### config.mk
export PLATFORM = sky130hd
export DESIGN_NAME = speed_switch_ctrl
export DESIGN_NICKNAME = d
export VERILOG_FILES = /design/src/rtl/speed_switch_ctrl.sv
export SDC_FILE = /design/constraint.sdc
export NUM_CORES = 1
export LEC_CHECK = 0
export ABC_AREA = 1
export BUFFER_PORTS_ARGS = -buffer_cell sky130_fd_sc_hd__buf_4
export CAP_MARGIN = 0
export CELL_PAD_IN_SITES_DETAIL_PLACEMENT = 2
export CELL_PAD_IN_SITES_GLOBAL_PLACEMENT = 2
export CORE_MARGIN = 2
export CORE_UTILIZATION = 35
export CTS_CLUSTER_DIAMETER = 150
export DETAILED_ROUTE_END_ITERATION = 10
export GPL_ROUTABILITY_DRIVEN = 0
export GPL_TIMING_DRIVEN = 0
export PLACE_DENSITY_LB_ADDON = 0.3
export SYNTH_ARGS = -nofsm -noshare
export SYNTH_HDL_FRONTEND = slang
export SYNTH_SLANG_ARGS = --single-unit
### constraint.sdc
create_clock -name CLK100M -period 1.9 [get_ports CLK100M]
set_input_delay 0.19 -clock CLK100M [delete_from_list [all_inputs] [get_ports CLK100M]]
set_output_delay 0.19 -clock CLK100M [all_outputs]
set_load 0.05 [all_outputs]
### src/rtl/speed_switch_ctrl.sv
// Turbo/slow select for the CPU clock generator. Commits only on a bus-idle, CLK14M-aligned slot.
// Optional macro SPEED_DWELL_EN adds the minimum-dwell counter; without it arming is never held off.
module speed_switch_ctrl #(
  parameter int IDLE_CYCLES = 8,
  parameter int DWELL       = 255
) (
  input  logic CLK100M,
  input  logic RESET,
  input  logic CLK14M,
  input  logic REQ_TURBO,
  input  logic BUS_IDLE,
  output logic SPEED,
  output logic TURBO_ACK,
  output logic BUSY
);

  localparam logic [1:0] ST_SLOW     = 2'd0;
  localparam logic [1:0] ST_ARM_FAST = 2'd1;
  localparam logic [1:0] ST_FAST     = 2'd2;
  localparam logic [1:0] ST_ARM_SLOW = 2'd3;

  if (IDLE_CYCLES < 1 || IDLE_CYCLES > 255 || DWELL < 1 || DWELL > 65535) begin : g_bad_param
    $error("speed_switch_ctrl: IDLE_CYCLES or DWELL out of range");
  end

  logic [2:0] sync_reg;
  logic       edge14;
  logic [7:0] idle_cnt_reg;
  logic [7:0] idle_cnt_next;
  logic       idle_ok;
  logic       dwell_ok;
  logic [1:0] state_reg;
  logic [1:0] state_next;
  logic       speed_reg;
  logic       speed_next;
  logic       turbo_ack_reg;
  logic       busy_reg;
  logic       busy_next;

  // sync_reg[0..2] are q1..q3; CLK14M is touched nowhere else.
  assign edge14 = sync_reg[1] & ~sync_reg[2];

  assign idle_ok = (idle_cnt_reg == 8'(IDLE_CYCLES));

  always_comb begin
    idle_cnt_next = idle_cnt_reg;
    if (!BUS_IDLE)
      idle_cnt_next = 8'd0;
    else if (!idle_ok)
      idle_cnt_next = idle_cnt_reg + 8'd1;
  end

`ifdef SPEED_DWELL_EN
  logic [15:0] dwell_cnt_reg;
  logic [15:0] dwell_cnt_next;
  logic        commit;

  // Only a commit leaves an ARM state for the opposite stable state; aborts go back.
  assign commit = ((state_reg == ST_ARM_FAST) && (state_next == ST_FAST)) ||
                  ((state_reg == ST_ARM_SLOW) && (state_next == ST_SLOW));

  assign dwell_ok = (dwell_cnt_reg == 16'(DWELL));

  always_comb begin
    dwell_cnt_next = dwell_cnt_reg;
    if (commit)
      dwell_cnt_next = 16'd0;
    else if (!dwell_ok)
      dwell_cnt_next = dwell_cnt_reg + 16'd1;
  end

  always_ff @(posedge CLK100M or posedge RESET) begin
    if (RESET)
      dwell_cnt_reg <= 16'd0;
    else
      dwell_cnt_reg <= dwell_cnt_next;
  end
`else
  assign dwell_ok = 1'b1;
`endif

  always_comb begin
    state_next = state_reg;
    case (state_reg)
      ST_SLOW:
        if (REQ_TURBO && dwell_ok) state_next = ST_ARM_FAST;
      ST_ARM_FAST:
        if (!REQ_TURBO)              state_next = ST_SLOW;
        else if (idle_ok && edge14)  state_next = ST_FAST;
      ST_FAST:
        if (!REQ_TURBO && dwell_ok) state_next = ST_ARM_SLOW;
      ST_ARM_SLOW:
        if (REQ_TURBO)               state_next = ST_FAST;
        else if (idle_ok && edge14)  state_next = ST_SLOW;
      default:
        state_next = ST_SLOW;
    endcase
  end

  // Outputs are decoded from the next state so they register alongside it.
  assign speed_next = (state_next == ST_SLOW) || (state_next == ST_ARM_FAST);
  assign busy_next  = (state_next == ST_ARM_FAST) || (state_next == ST_ARM_SLOW);

  always_ff @(posedge CLK100M or posedge RESET) begin
    if (RESET) begin
      sync_reg      <= 3'b000;
      idle_cnt_reg  <= 8'd0;
      state_reg     <= ST_SLOW;
      speed_reg     <= 1'b1;
      turbo_ack_reg <= 1'b0;
      busy_reg      <= 1'b0;
    end else begin
      sync_reg      <= {sync_reg[1:0], CLK14M};
      idle_cnt_reg  <= idle_cnt_next;
      state_reg     <= state_next;
      speed_reg     <= speed_next;
      turbo_ack_reg <= ~speed_next;
      busy_reg      <= busy_next;
    end
  end

  assign SPEED     = speed_reg;
  assign TURBO_ACK = turbo_ack_reg;
  assign BUSY      = busy_reg;

endmodule
==> flow_summary.html, run 1 <==
<table>
<tr><th>Metric</th><th>Value</th></tr>
<tr><th colspan="2">Clocking</th></tr>
<tr><td>Number of resized instances in the post-cts repair step</td><td>0</td></tr>
<tr><td>Number of clock sinks</td><td>15</td></tr>
<tr><td>Number of post-CTS setup repair buffers</td><td>0</td></tr>
<tr><td>Clock Pin Slew Worst Setup and Hold Paths</td><td>approximately 0.090 ns</td></tr>
<tr><td>Cts bufs inserted</td><td>3</td></tr>
<tr><td>Clock Tree Root</td><td>clkbuf_4</td></tr>
<tr><td>TritonCTS clock tree</td><td>yes</td></tr>
<tr><td>Buffer depth of the longest clock path</td><td>2</td></tr>
<tr><td>Max H-tree Level</td><td>1</td></tr>
<tr><td>Number of buffers added to fix hold violations after cts</td><td>2</td></tr>
<tr><td>Clock Latency Late Sink</td><td>between 0.2 and 0.3 ns</td></tr>
<tr><th colspan="2">Timing</th></tr>
<tr><td>Worst slew margin relative to its limit</td><td>between 60 and 70%</td></tr>
<tr><td>Max frequency</td><td>roughly 730 MHz</td></tr>
<tr><td>Total of endpoints with negative setup slack in the final report</td><td>0</td></tr>
<tr><td>Minimum clock period after layout</td><td>~1.4 ns</td></tr>
<tr><td>RSZ-0062 raised after global routing</td><td>false</td></tr>
<tr><td>Post-Route Skew</td><td>0.00315 ns</td></tr>
<tr><td>Final count of pins violating max slew</td><td>0</td></tr>
<tr><td>WHS</td><td>around 0.18 ns</td></tr>
<tr><td>Period utilisation layout</td><td>between 70% and 80%</td></tr>
<tr><td>Worst setup slack after layout</td><td>approximately 0.54 ns</td></tr>
<tr><td>Number of failing hold endpoints at the final stage</td><td>0</td></tr>
<tr><td>Total negative slack for setup checks</td><td>0 ns</td></tr>
<tr><td>Slew @ Worst Pin</td><td>between 0.5 and 0.6 ns</td></tr>
<tr><th colspan="2">Cells and area</th></tr>
<tr><td>Number of cells in the finished layout apart from fillers</td><td>~120</td></tr>
<tr><td>Ratio of cells with drive above 1 in the final layout</td><td>15.6%</td></tr>
<tr><td>Number of nets at the end of the flow</td><td>approximately 100</td></tr>
<tr><td>Most common cell after layout, fill and taps aside</td><td>nand2_1</td></tr>
<tr><td>Most frequent cells in the layout</td><td>nand2_1 (16), dfrtp_1 (14), inv_1 (12)</td></tr>
<tr><td>Number of flip-flops under the largest register name</td><td>8</td></tr>
<tr><td>Antenna diode count</td><td>0</td></tr>
<tr><td>Post-synthesis to final-layout area growth</td><td>17.4%</td></tr>
<tr><th colspan="2">Yosys</th></tr>
<tr><td>Post-Syn Area per Cell</td><td>8.64 µm²</td></tr>
<tr><td>Number of distinct standard cells referenced by the synthesized netlist</td><td>19</td></tr>
<tr><td>Leading post-synthesis cells by cell area</td><td>dfrtp_1 (48%), nand2_1 (8.3%), nand3_1 (7.6%), inv_1 (6.2%), nor2_1 (4.7%)</td></tr>
<tr><td>Yosys warnings</td><td>0</td></tr>
<tr><td>Cell type with the highest aggregate area in the netlist</td><td>dfrtp_1</td></tr>
<tr><td>Flops &amp; latches, synth</td><td>15</td></tr>
<tr><td>Share of the synthesized area in the top cell type</td><td>48.3%</td></tr>
<tr><td>Mapped Nets</td><td>about 90</td></tr>
<tr><td>Proportion of synthesized chip area in sequential cells</td><td>51.9%</td></tr>
<tr><td>Post-synthesis instance total</td><td>84</td></tr>
<tr><td>Synth Cell Area</td><td>726 µm²</td></tr>
<tr><th colspan="2">Die</th></tr>
<tr><td>Core area</td><td>between 1500 and 2000 µm²</td></tr>
<tr><td>Overall die area</td><td>about 2500 µm²</td></tr>
<tr><td>Initial Utilization</td><td>a little under two fifths</td></tr>
<tr><td>Vertical extent of the die</td><td>a little under 50 µm</td></tr>
<tr><td>Floorplan die width</td><td>a little under 50 µm</td></tr>
<tr><td>Number of I/O pins</td><td>8</td></tr>
<tr><td>FP Rows</td><td>16</td></tr>
<tr><th colspan="2">Global route</th></tr>
<tr><td>Overall fraction of global-route tracks in use</td><td>16.7%</td></tr>
<tr><td>Global-route wire length before repair</td><td>3020 µm</td></tr>
<tr><td>Overflow after GRT</td><td>0</td></tr>
<tr><td>Initial antenna violation count</td><td>0</td></tr>
<tr><td>Number of global-route vias before repair</td><td>approximately 660</td></tr>
<tr><td>Pin count of the biggest net entering global routing</td><td>16</td></tr>
<tr><th colspan="2">Job</th></tr>
<tr><td>Max Cap Violations</td><td>0</td></tr>
<tr><th colspan="2">Critical path</th></tr>
<tr><td>Start of the worst register-to-register path</td><td>idle_cnt_reg[0]$_DFFE_PP0P_</td></tr>
<tr><td>Dominant delay contributor by cell family on the critical path</td><td>simple AND/OR/NAND/NOR gates</td></tr>
<tr><td>Endpoint class of the critical path</td><td>flop</td></tr>
<tr><td>Kind of start point of the critical path</td><td>flop</td></tr>
<tr><td>Worst Setup SP</td><td>idle_cnt_reg[0]$_DFFE_PP0P_</td></tr>
<tr><td>Critical path, cell by cell</td><td>inv_1, ha_1, nand3_2, nor2_4, nand2_2, nand2_1, nand2_1</td></tr>
<tr><td>CP max stage delay</td><td>between 0.4 and 0.5 ns</td></tr>
<tr><td>Req. time, crit path</td><td>2.08 ns</td></tr>
<tr><td>Worst path arrival time</td><td>roughly 1.6 ns</td></tr>
<tr><td>CP max FO</td><td>8</td></tr>
<tr><td>Most prevalent standard cell on the critical path</td><td>nand2_1</td></tr>
<tr><td>Worst reg-to-reg setup slack</td><td>~0.54 ns</td></tr>
<tr><td>CP Class</td><td>reg2reg</td></tr>
<tr><td>Critical-path top delay cell</td><td>dfrtp_1</td></tr>
<tr><td>Buf/Inv on CP</td><td>1</td></tr>
<tr><th colspan="2">Place</th></tr>
<tr><td>Instance count after placement with tap cells included</td><td>117</td></tr>
<tr><td>Number of port buffers</td><td>6</td></tr>
<tr><td>Detailed Place HPWL</td><td>about 1300 µm</td></tr>
<tr><td>Post-place setup slack</td><td>about 0.52 ns</td></tr>
<tr><th colspan="2">Detailed routing</th></tr>
<tr><td>Routed wire length per instance</td><td>14.0 µm</td></tr>
<tr><td>Number of detailed-route iterations in the first pass</td><td>2</td></tr>
<tr><td>Vias per cell</td><td>slightly below 5</td></tr>
<tr><td>Starting DRC count in detailed routing</td><td>3</td></tr>
<tr><td>Antenna-violating nets left</td><td>0</td></tr>
<tr><td>Routed vias</td><td>between 500 and 600</td></tr>
<tr><td>Final WL</td><td>between 1500 and 2000 µm</td></tr>
<tr><td>DRC</td><td>0</td></tr>
<tr><th colspan="2">Run status</th></tr>
<tr><td>Result of the run</td><td>finished clean</td></tr>
<tr><th colspan="2">Pwr</th></tr>
<tr><td>Static Leak</td><td>approximately 0.00042 µW</td></tr>
<tr><td>Power Density</td><td>717 nW/µm²</td></tr>
<tr><td>Worst vdd ir</td><td>between 0.3 and 0.4 mV</td></tr>
<tr><th colspan="2">Min path</th></tr>
<tr><td>Launch point of the worst hold path</td><td>REQ_TURBO</td></tr>
<tr><td>Worst min path class</td><td>in2reg</td></tr>
</table>
[kinds of logic (layout without fill, tap and decap cells)]
| family | count (synthesis) | in the layout | synth area share (%) |
|---|---|---|---|
| simple gates | 43 | 43 | 27.4 |
| xor+xnor | 4 | 4 | 4.83 |
| compound gates | 6 | 6 | 4.14 |
| fa+ha+maj | 2 | 2 | 3.45 |
| flops | 15 | 15 | 51.9 |
| buf+inv | 14 | 26 | 8.27 |
[where the power goes]
| group | internal, µW | switching [µW] |
|---|---|---|
| combinational | 29.9 | 51.4 |
| clock | 78.1 | 106 |
| sequential | 335 | 11.7 |
[cell type report]
cell class	count	area, µm²
Clock inverter	1	5.00
Buffer	2	15.0
Tap cell	27	33.8
Inverter	12	45.0
Fill cell	248	1110
Sequential cell	15	377
Clock buffer	3	22.5
Timing Repair Buffer	8	65.1
Multi-Input combinational cell	55	289
[cells in the mapped netlist]
library cell / instances
nand2_1: 16
dfrtp_1: 14
inv_1: 12
nand3_1: 11
nor2_1: 9
a21oi_1: 5
ha_1: 2
nor3_1: 2
xnor2_1: 2
xor2_1: 2
and3_1: 1
buf_6: 1
clkbuf_1: 1
dfstp_2: 1
nand2_2: 1
nand3_2: 1
nand4_1: 1
nor2_4: 1
o21ai_0: 1
[through the flow]
| step | util (%) | cell area (µm²) | total power [µW] |
|---|---|---|---|
| 2_1_floorplan | - | 726 | 404 |
| 3_3_place_gp | 41.0 | 805 | 426 |
| 3_5_place_dp | 41.0 | 805 | 432 |
| 4_1_cts | 43.4 | 852 | 623 |
| 5_1_grt | 43.4 | 852 | 647 |
| 6_report | 43.4 | 852 | 611 |
[tightest hold or removal path, cell delays in order]
cell and delay (ns):
buf_4 0.11, inv_1 0.04, nand3_1 0.07, nand2_1 0.05
[metal layers]
metal	track usage [%]	wire length, µm	up-vias
li1	-	-	290
met1	21.9	810	302
met2	26.7	877	2
met3	2.73	23	2
met4	8.33	13	0
met5	0	0	-
[path summary, 6_finish.rpt]
path,endpoint,cells past startpoint
max in group asynchronous,idle_cnt_reg[0]$_DFFE_PP0P_,3
worst max register to register,state_reg[1]$_DFF_PP0_,7
worst min-delay path,SPEED$_DFF_PP1_,4
worst min register to register,sync_reg[1]$_DFF_PP0_,0
worst max-delay path,state_reg[1]$_DFF_PP0_,7
min in group asynchronous,idle_cnt_reg[1]$_DFFE_PP0P_,3
(Power assumes the default switching activity.)
==> inputs of run 2 (changes only) <==
--- a/config.mk
+++ b/config.mk
@@ -11,7 +11,7 @@
 export CELL_PAD_IN_SITES_DETAIL_PLACEMENT = 2
 export CELL_PAD_IN_SITES_GLOBAL_PLACEMENT = 2
 export CORE_MARGIN = 2
-export CORE_UTILIZATION = 35
+export CORE_UTILIZATION = 30
 export CTS_CLUSTER_DIAMETER = 150
 export DETAILED_ROUTE_END_ITERATION = 10
 export GPL_ROUTABILITY_DRIVEN = 0
==> constraint.sdc (replaced) <==
create_clock -name CLK100M -period 1.2 [get_ports CLK100M]
set_input_delay 0.12 -clock CLK100M [delete_from_list [all_inputs] [get_ports CLK100M]]
set_output_delay 0.12 -clock CLK100M [all_outputs]
set_load 0.05 [all_outputs]
==> flow_summary.html, run 2 (synthesis results as in run 1) <==
<table>
<tr><th>Metric</th><th>Value</th></tr>
<tr><th colspan="2">Pwr</th></tr>
<tr><td>Power Density</td><td>1060 nW/µm²</td></tr>
<tr><td>Flop pwr share</td><td>around 53%</td></tr>
<tr><td>P_int</td><td>around 740 µW</td></tr>
<tr><td>Worst vdd ir</td><td>about 0.84 mV</td></tr>
<tr><td>Static Leak</td><td>between 0.0004 and 0.0005 µW</td></tr>
<tr><td>Clk pwr share</td><td>approximately 28%</td></tr>
<tr><td>Total power consumption of the routed design</td><td>roughly 1000 µW</td></tr>
<tr><td>Switching share of power</td><td>between 20% and 30%</td></tr>
<tr><td>Comb pwr share</td><td>~20%</td></tr>
<tr><td>Net switching power figure</td><td>around 290 µW</td></tr>
<tr><th colspan="2">Cells and area</th></tr>
<tr><td>Number of flip-flops under the largest register name</td><td>8</td></tr>
<tr><td>Ratio of cells with drive above 1 in the final layout</td><td>34.7%</td></tr>
<tr><td>Fin util</td><td>between 40% and 50%</td></tr>
<tr><td>Most common cell after layout, fill and taps aside</td><td>nand2_1</td></tr>
<tr><td>Most frequent cells in the layout</td><td>nand2_1 (14), dfrtp_1 (12), buf_4 (10)</td></tr>
<tr><td>Post-synthesis to final-layout area growth</td><td>34.0%</td></tr>
<tr><td>Fillcell total</td><td>roughly 260</td></tr>
<tr><td>Number of nets at the end of the flow</td><td>~110</td></tr>
<tr><td>Antenna diode count</td><td>0</td></tr>
<tr><th colspan="2">Global route</th></tr>
<tr><td>Initial antenna violation count</td><td>0</td></tr>
<tr><td>Overflow after GRT</td><td>0</td></tr>
<tr><td>Global-route wire length before repair</td><td>between 3000 and 4000 µm</td></tr>
<tr><td>Number of global-route vias before repair</td><td>670</td></tr>
<tr><td>Pin count of the biggest net entering global routing</td><td>16</td></tr>
<tr><td>Overall fraction of global-route tracks in use</td><td>15.5%</td></tr>
<tr><th colspan="2">Critical path</th></tr>
<tr><td>Worst path arrival time</td><td>1.42 ns</td></tr>
<tr><td>CP max FO</td><td>2</td></tr>
<tr><td>Kind of start point of the critical path</td><td>flop</td></tr>
<tr><td>Req. time, crit path</td><td>~1.4 ns</td></tr>
<tr><td>Start of the worst register-to-register path</td><td>idle_cnt_reg[1]$_DFFE_PP0P_</td></tr>
<tr><td>CP Class</td><td>reg2reg</td></tr>
<tr><td>CP max stage delay</td><td>about 0.42 ns</td></tr>
<tr><td>Critical path, cell by cell</td><td>inv_2, ha_4, buf_6, nand2_4, nor2_4, nand2_2, nand3_2, nand2_1</td></tr>
<tr><td>Critical-path top delay cell</td><td>dfrtp_1</td></tr>
<tr><td>Worst reg-to-reg path cell count</td><td>8</td></tr>
<tr><td>Worst reg-to-reg setup slack</td><td>-0.05 ns</td></tr>
<tr><td>Worst flop-to-flop path endpoint</td><td>idle_cnt_reg[1]$_DFFE_PP0P_</td></tr>
<tr><td>Endpoint class of the critical path</td><td>flop</td></tr>
<tr><th colspan="2">Detailed routing</th></tr>
<tr><td>Final WL</td><td>2100 µm</td></tr>
<tr><td>Vias per cell</td><td>just under 5</td></tr>
<tr><td>Antenna-violating nets left</td><td>0</td></tr>
<tr><td>Starting DRC count in detailed routing</td><td>4</td></tr>
<tr><td>Number of detailed-route iterations in the first pass</td><td>2</td></tr>
<tr><td>Routed vias</td><td>635</td></tr>
<tr><td>Routed wire length per instance</td><td>between 15 and 20 µm</td></tr>
<tr><td>DRC</td><td>0</td></tr>
<tr><th colspan="2">Timing</th></tr>
<tr><td>Final count of pins violating max slew</td><td>0</td></tr>
<tr><td>Worst setup slack after layout</td><td>-0.0509 ns</td></tr>
<tr><td>Minimum clock period after layout</td><td>~1.3 ns</td></tr>
<tr><td>Period utilisation layout</td><td>104%</td></tr>
<tr><td>Worst slew margin relative to its limit</td><td>between 60% and 70%</td></tr>
<tr><td>WHS</td><td>around 0.099 ns</td></tr>
<tr><td>Post-Route Skew</td><td>roughly 0.0011 ns</td></tr>
<tr><td>Number of failing hold endpoints at the final stage</td><td>0</td></tr>
<tr><td>Slew @ Worst Pin</td><td>0.589 ns</td></tr>
<tr><td>Max frequency</td><td>~800 MHz</td></tr>
<tr><td>RSZ-0062 raised after global routing</td><td>true</td></tr>
<tr><td>Total of endpoints with negative setup slack in the final report</td><td>6</td></tr>
<tr><th colspan="2">Clocking</th></tr>
<tr><td>Buffer depth of the longest clock path</td><td>2</td></tr>
<tr><td>Clock Pin Slew Worst Setup and Hold Paths</td><td>0.09 ns</td></tr>
<tr><td>Number of clock sinks</td><td>15</td></tr>
<tr><td>Clock Tree Root</td><td>clkbuf_4</td></tr>
<tr><td>TritonCTS clock tree</td><td>yes</td></tr>
<tr><td>Clock Latency Late Sink</td><td>0.28 ns</td></tr>
<tr><td>Max H-tree Level</td><td>1</td></tr>
<tr><td>Cts bufs inserted</td><td>3</td></tr>
<tr><th colspan="2">Min path</th></tr>
<tr><td>Instance count along the most critical hold path</td><td>3</td></tr>
<tr><td>Hold Path End</td><td>state_reg[1]$_DFF_PP0_</td></tr>
<tr><td>Launch point of the worst hold path</td><td>REQ_TURBO</td></tr>
<tr><td>Worst min path class</td><td>in2reg</td></tr>
<tr><th colspan="2">Job</th></tr>
<tr><td>Max Cap Violations</td><td>0</td></tr>
<tr><th colspan="2">Die</th></tr>
<tr><td>Core area</td><td>between 2000 and 2500 µm²</td></tr>
<tr><td>Overall die area</td><td>2830 µm²</td></tr>
<tr><td>FP Rows</td><td>17</td></tr>
<tr><td>Floorplan die width</td><td>roughly 53 µm</td></tr>
<tr><td>Number of I/O pins</td><td>8</td></tr>
<tr><td>Vertical extent of the die</td><td>53.2 µm</td></tr>
<tr><td>Initial Utilization</td><td>approximately a third</td></tr>
<tr><th colspan="2">Place</th></tr>
<tr><td>Detailed Place HPWL</td><td>between 1000 and 1500 µm</td></tr>
<tr><td>Number of port buffers</td><td>6</td></tr>
<tr><td>Post-place setup slack</td><td>-0.172 ns</td></tr>
<tr><th colspan="2">Run status</th></tr>
<tr><td>Violated checks</td><td>negative setup slack</td></tr>
<tr><td>Result of the run</td><td>complete, but fails checks</td></tr>
</table>
run 2: changes by cell type in the layout (fill, tap and decap cells not counted), moves of 2 or more:
cell,delta
buf_4,+4
dfrtp_1,-2
dfrtp_2,+2
ha_1,-2
ha_4,+2
inv_1,-3
inv_2,+3
nand2_1,-2
nand3_1,-5
nand3_2,+4
run 2: through the flow:
stage	setup TNS (ns)	instance area, µm²	cells
global placement	-0.339	806	118
finish	-0.191	972	129
CTS	-0.380	891	128
detailed placement	-0.798	806	118
floorplan	0	726	84
global route	-0.609	972	129
run 2: what timing repair did:
item | CTS | global route
setup endpoints to repair | 7 | 9
pin swaps | 5 | 8
setup buffers | 4 | 1
gates cloned | 0 | 0
hold buffers | 2 | 0
resized for setup | 2 | 20
endpoints found under the hold margin | 15 | 0
run 2: final cells by class:
| class | instances | area [µm²] | share of cell area, % |
|---|---|---|---|
| well taps | 28 | 35.0 | 3.60 |
| clock buffers | 3 | 22.5 | 2.32 |
| clock inverters | 1 | 5.00 | 0.515 |
| multi-input cells | 55 | 364 | 37.5 |
| plain buffers | 2 | 15.0 | 1.54 |
| inverters | 12 | 45.0 | 4.63 |
| flip-flops and latches | 15 | 379 | 39.0 |
| repair buffers | 13 | 106 | 10.9 |
run 2: worst max-delay path by stage:
stage	slack, ns	endpoint	start	cells past startpoint
floorplan	0.02	state_reg[1]$_DFF_PP0_	idle_cnt_reg[0]$_DFFE_PP0P_	7
global placement	-0.11	state_reg[1]$_DFF_PP0_	idle_cnt_reg[0]$_DFFE_PP0P_	7
detailed placement	-0.17	state_reg[1]$_DFF_PP0_	idle_cnt_reg[0]$_DFFE_PP0P_	7
CTS	-0.1	state_reg[1]$_DFF_PP0_	idle_cnt_reg[1]$_DFFE_PP0P_	7
global route	-0.11	state_reg[1]$_DFF_PP0_	idle_cnt_reg[1]$_DFFE_PP0P_	7
finish	-0.05	idle_cnt_reg[1]$_DFFE_PP0P_	idle_cnt_reg[1]$_DFFE_PP0P_	8
run 2: metal layers:
| metal | GRT usage [%] | vias up | share of wire [%] |
|---|---|---|---|
| li1 | - | 300 | - |
| met4 | 2.56 | 0 | 5.0 |
| met2 | 26.9 | 13 | 52 |
| met3 | 4.24 | 8 | 2.8 |
| met5 | 0 | - | 0 |
| met1 | 19.4 | 314 | 40 |
run 2: critical path: cells and delay by family, from the launching register on:
| family | cells | cell delay, ns |
|---|---|---|
| flip-flops | 1 | 0.42 |
| AND/OR/NAND/NOR | 5 | 0.39 |
| buffers and inverters | 2 | 0.19 |
| adder cells (fa/ha/maj) | 1 | 0.15 |
run 2: power by group through the flow:
stage	Combinational [µW]	Clock (µW)	Sequential (µW)
2_1_floorplan	62.0	0	577
3_3_place_gp	119	0	556
3_5_place_dp	125	0	557
4_1_cts	156	307	542
5_1_grt	217	322	547
6_report	200	282	544
==> inputs of run 3 (changes only) <==
--- a/config.mk
+++ b/config.mk
@@ -5,13 +5,12 @@
 export SDC_FILE = /design/constraint.sdc
 export NUM_CORES = 1
 export LEC_CHECK = 0
-export ABC_AREA = 1
 export BUFFER_PORTS_ARGS = -buffer_cell sky130_fd_sc_hd__buf_4
 export CAP_MARGIN = 0
 export CELL_PAD_IN_SITES_DETAIL_PLACEMENT = 2
 export CELL_PAD_IN_SITES_GLOBAL_PLACEMENT = 2
 export CORE_MARGIN = 2
-export CORE_UTILIZATION = 30
+export CORE_UTILIZATION = 32
 export CTS_CLUSTER_DIAMETER = 150
 export DETAILED_ROUTE_END_ITERATION = 10
 export GPL_ROUTABILITY_DRIVEN = 0
==> flow_summary.html, run 3 <==
<table>
<tr><th>Metric</th><th>Value</th></tr>
<tr><th colspan="2">Clocking</th></tr>
<tr><td>Buffer depth of the longest clock path</td><td>2</td></tr>
<tr><td>TritonCTS clock tree</td><td>yes</td></tr>
<tr><td>Cts bufs inserted</td><td>3</td></tr>
<tr><td>Max H-tree Level</td><td>1</td></tr>
<tr><td>Clock Pin Slew Worst Setup and Hold Paths</td><td>~0.10 ns</td></tr>
<tr><td>Number of clock sinks</td><td>15</td></tr>
<tr><td>Clock Tree Root</td><td>clkbuf_4</td></tr>
<tr><td>Clock Latency Late Sink</td><td>just under 0.3 ns</td></tr>
<tr><th colspan="2">Global route</th></tr>
<tr><td>Met1 demand-to-capacity share in global routing</td><td>18.7%</td></tr>
<tr><td>Global-route wire length before repair</td><td>2990 µm</td></tr>
<tr><td>Number of global-route vias before repair</td><td>657</td></tr>
<tr><td>GRT met2 Usage</td><td>29.6%</td></tr>
<tr><td>Met3 track demand over resource in global routing</td><td>under 10%</td></tr>
<tr><td>Most crowded layer after global routing</td><td>met2</td></tr>
<tr><td>Initial antenna violation count</td><td>0</td></tr>
<tr><td>Overall fraction of global-route tracks in use</td><td>between 10% and 20%</td></tr>
<tr><td>Overflow after GRT</td><td>0</td></tr>
<tr><td>Pin count of the biggest net entering global routing</td><td>16</td></tr>
<tr><th colspan="2">Cells and area</th></tr>
<tr><td>Antenna diode count</td><td>0</td></tr>
<tr><td>Fillcell total</td><td>roughly 200</td></tr>
<tr><td>Final instance area</td><td>a little under 1000 µm²</td></tr>
<tr><td>Number of flip-flops under the largest register name</td><td>8</td></tr>
<tr><td>Number of cells in the finished layout apart from fillers</td><td>114</td></tr>
<tr><td>Number of nets at the end of the flow</td><td>95</td></tr>
<tr><td>Most common cell after layout, fill and taps aside</td><td>buf_4</td></tr>
<tr><td>Area of the multi-input gates</td><td>~330 µm²</td></tr>
<tr><td>Ratio of cells with drive above 1 in the final layout</td><td>43.7%</td></tr>
<tr><td>Post-synthesis to final-layout area growth</td><td>43.3%</td></tr>
<tr><td>FF+latch area</td><td>~380 µm²</td></tr>
<tr><td>Most frequent cells in the layout</td><td>buf_4 (16), dfrtp_1 (13), nand3_1 (5)</td></tr>
<tr><th colspan="2">Yosys</th></tr>
<tr><td>Synthesized-area fraction occupied by xor and xnor cells</td><td>between 3 and 4%</td></tr>
<tr><td>Cell type with the highest aggregate area in the netlist</td><td>dfrtp_1</td></tr>
<tr><td>Mapped Nets</td><td>~70</td></tr>
<tr><td>Count leader, synth</td><td>dfrtp_1</td></tr>
<tr><td>Leading post-synthesis cells by cell area</td><td>dfrtp_1 (52%), a21oi_1 (4.4%), dfstp_2 (3.9%), ha_1 (3.7%), nand3_1 (3.7%)</td></tr>
<tr><td>Flops &amp; latches, synth</td><td>15</td></tr>
<tr><td>Dominant register cell in the synthesized netlist</td><td>dfrtp_1</td></tr>
<tr><td>Fraction of registers with async set/reset</td><td>between 90% and 100%</td></tr>
<tr><td>Post-synthesis compound-gate area fraction</td><td>8.70%</td></tr>
<tr><td>Top post-synthesis cells by count</td><td>dfrtp_1 (14), a21oi_1 (6), inv_1 (5), nand3_1 (5)</td></tr>
<tr><td>Mux cell area share after synthesis</td><td>around 3.7%</td></tr>
<tr><td>Main combinational cell family by area after synthesis</td><td>simple AND/OR/NAND/NOR gates</td></tr>
<tr><td>Post-synthesis instance total</td><td>roughly 60</td></tr>
<tr><td>Number of distinct standard cells referenced by the synthesized netlist</td><td>22</td></tr>
<tr><td>Post-Syn Area per Cell</td><td>around 11 µm²</td></tr>
<tr><td>Yosys warnings</td><td>0</td></tr>
<tr><td>Number of enable flip-flop cells after synthesis</td><td>0</td></tr>
<tr><td>Adder and majority gate portion of the synthesized area</td><td>roughly 3.7%</td></tr>
<tr><td>Proportion of synthesized chip area in sequential cells</td><td>roughly 56%</td></tr>
<tr><td>Synth Cell Area</td><td>~680 µm²</td></tr>
<tr><td>Share of the synthesized area in the top cell type</td><td>between 50% and 60%</td></tr>
<tr><td>Fraction of the mapped netlist area in simple logic gates</td><td>a little over a fifth</td></tr>
<tr><th colspan="2">Detailed routing</th></tr>
<tr><td>Number of detailed-route iterations in the first pass</td><td>4</td></tr>
<tr><td>Final WL</td><td>1660 µm</td></tr>
<tr><td>Routed vias</td><td>about 560</td></tr>
<tr><td>Vias per cell</td><td>between 4 and 5</td></tr>
<tr><td>Routed wire length per instance</td><td>between 10 and 15 µm</td></tr>
<tr><td>Starting DRC count in detailed routing</td><td>3</td></tr>
<tr><td>Antenna-violating nets left</td><td>0</td></tr>
<tr><td>DRC</td><td>0</td></tr>
<tr><th colspan="2">Timing</th></tr>
<tr><td>Minimum clock period after layout</td><td>roughly 1.6 ns</td></tr>
<tr><td>Worst setup slack after layout</td><td>-0.444 ns</td></tr>
<tr><td>Worst slew margin relative to its limit</td><td>between 50% and 60%</td></tr>
<tr><td>Total negative slack for setup checks</td><td>-2.81 ns</td></tr>
<tr><td>Number of failing hold endpoints at the final stage</td><td>0</td></tr>
<tr><td>Final count of pins violating max slew</td><td>0</td></tr>
<tr><td>Total of endpoints with negative setup slack in the final report</td><td>10</td></tr>
<tr><td>Period utilisation layout</td><td>137%</td></tr>
<tr><td>Max frequency</td><td>around 610 MHz</td></tr>
<tr><td>RSZ-0062 raised after global routing</td><td>true</td></tr>
<tr><td>Post-Route Skew</td><td>about 0.0021 ns</td></tr>
<tr><td>Slew @ Worst Pin</td><td>a little over 0.6 ns</td></tr>
<tr><th colspan="2">Place</th></tr>
<tr><td>Number of port buffers</td><td>7</td></tr>
<tr><td>Instance count after placement with tap cells included</td><td>95</td></tr>
<tr><td>Detailed Place HPWL</td><td>roughly 1100 µm</td></tr>
<tr><td>Placed cell area</td><td>~760 µm²</td></tr>
<tr><th colspan="2">Critical path</th></tr>
<tr><td>Kind of start point of the critical path</td><td>flop</td></tr>
<tr><td>Req. time, crit path</td><td>roughly 1.4 ns</td></tr>
<tr><td>Worst reg-to-reg path cell count</td><td>3</td></tr>
<tr><td>Start of the worst register-to-register path</td><td>idle_cnt_reg[7]$_DFFE_PP0P_</td></tr>
<tr><td>CP max FO</td><td>3</td></tr>
<tr><td>Worst Setup SP</td><td>idle_cnt_reg[7]$_DFFE_PP0P_</td></tr>
<tr><td>Endpoint class of the critical path</td><td>flop</td></tr>
<tr><td>CP Class</td><td>reg2reg</td></tr>
<tr><td>Worst reg-to-reg setup slack</td><td>-0.44 ns</td></tr>
<tr><td>Worst flop-to-flop path endpoint</td><td>state_reg[1]$_DFF_PP0_</td></tr>
<tr><td>Worst path arrival time</td><td>roughly 1.8 ns</td></tr>
<tr><td>Destination of the critical timing path</td><td>state_reg[1]$_DFF_PP0_</td></tr>
<tr><th colspan="2">Die</th></tr>
<tr><td>Floorplan die width</td><td>roughly 50 µm</td></tr>
<tr><td>Initial Utilization</td><td>34.1%</td></tr>
<tr><td>FP Rows</td><td>16</td></tr>
<tr><td>Number of I/O pins</td><td>8</td></tr>
<tr><td>Core area</td><td>1980 µm²</td></tr>
<tr><td>Vertical extent of the die</td><td>about 50 µm</td></tr>
<tr><td>Overall die area</td><td>2500 µm²</td></tr>
<tr><th colspan="2">Job</th></tr>
<tr><td>Max Cap Violations</td><td>0</td></tr>
<tr><th colspan="2">Run status</th></tr>
<tr><td>Result of the run</td><td>complete, but fails checks</td></tr>
<tr><td>Violated checks</td><td>negative setup slack</td></tr>
<tr><th colspan="2">Pwr</th></tr>
<tr><td>Static Leak</td><td>0.000423 µW</td></tr>
<tr><td>Power Density</td><td>1000 nW/µm²</td></tr>
<tr><td>Worst vdd ir</td><td>0.738 mV</td></tr>
<tr><th colspan="2">Min path</th></tr>
<tr><td>Worst min path class</td><td>in2reg</td></tr>
</table>
## run 3: changes by cell type in the layout (fill, tap and decap cells not counted), sizes merged, moves of 6 or more
cell	delta
buf	+7
inv	-7
nand2	-14
nand3	-7
nor2	-6
## run 3: per-stage QoR
step           worst slack, ns  utilization, %  hold WS [ns]  total power (µW)
6_report                -0.444            48.9         0.207               969
5_1_grt                 -0.520            48.9         0.234              1020
4_1_cts                 -0.462            47.3         0.199               978
3_5_place_dp            -0.535            38.6         0.230               650
3_3_place_gp            -0.513            38.6         0.221               643
2_1_floorplan           -0.414               -        0.0208               611
## run 3: worst min path at each step
stage / end / from / slack, ns / cells past startpoint
detailed placement: sync_reg[0]$_DFF_PP0_ / RESET / 0.23 / 2
global placement: sync_reg[0]$_DFF_PP0_ / RESET / 0.22 / 2
floorplan: BUSY$_DFF_PP0_ / RESET / 0.02 / 1
global route: idle_cnt_reg[6]$_DFFE_PP0P_ / BUS_IDLE / 0.23 / 3
CTS: idle_cnt_reg[3]$_DFFE_PP0P_ / BUS_IDLE / 0.20 / 3
finish: idle_cnt_reg[3]$_DFFE_PP0P_ / BUS_IDLE / 0.21 / 3
## run 3: cell type report
class | count | area share, %
timing repair buffer | 22 | 19.0
inverter | 5 | 1.94
sequential | 15 | 39.0
tap | 27 | 3.49
clock buffer | 3 | 2.33
multi-input combinational | 41 | 33.7
clock inverter | 1 | 0.517
## run 3: layer usage
layer / part of all wire, % / vias up
met2: 55 / 7
met4: 0.60 / 0
met1: 43 / 288
met5: 0 / -
met3: 2.1 / 2
li1: - / 265
## run 3: kinds of logic after synthesis
family,after synthesis
AND/OR/NAND/NOR,23
flip-flops,15
AO/OA/AOI/OAI,11
buffers and inverters,5
XOR/XNOR,3
multiplexers,2
adder cells (fa/ha/maj),2
## run 3: repair_timing
item,in CTS,in global routing
gates resized for setup,11,6
hold buffers,3,0
setup endpoints to repair,9,11
pin swaps,7,2
buffers inserted,10,4
endpoints found under the hold margin,16,0
## run 3: report_power, final
| part | internal [µW] | leakage, µW | switching [µW] |
|---|---|---|---|
| registers | 527 | 0.000191 | 15.4 |
| clock network | 124 | 0.0000177 | 175 |
| logic | 55.2 | 0.000215 | 73.7 |
| total | 706 | 0.000423 | 264 |
## run 3: worst max-delay path, stage by stage (launching register included)
cell,delay [ns]
dfrtp_1,0.39
or4_4,0.56
nor4_4,0.25
mux2_4,0.33
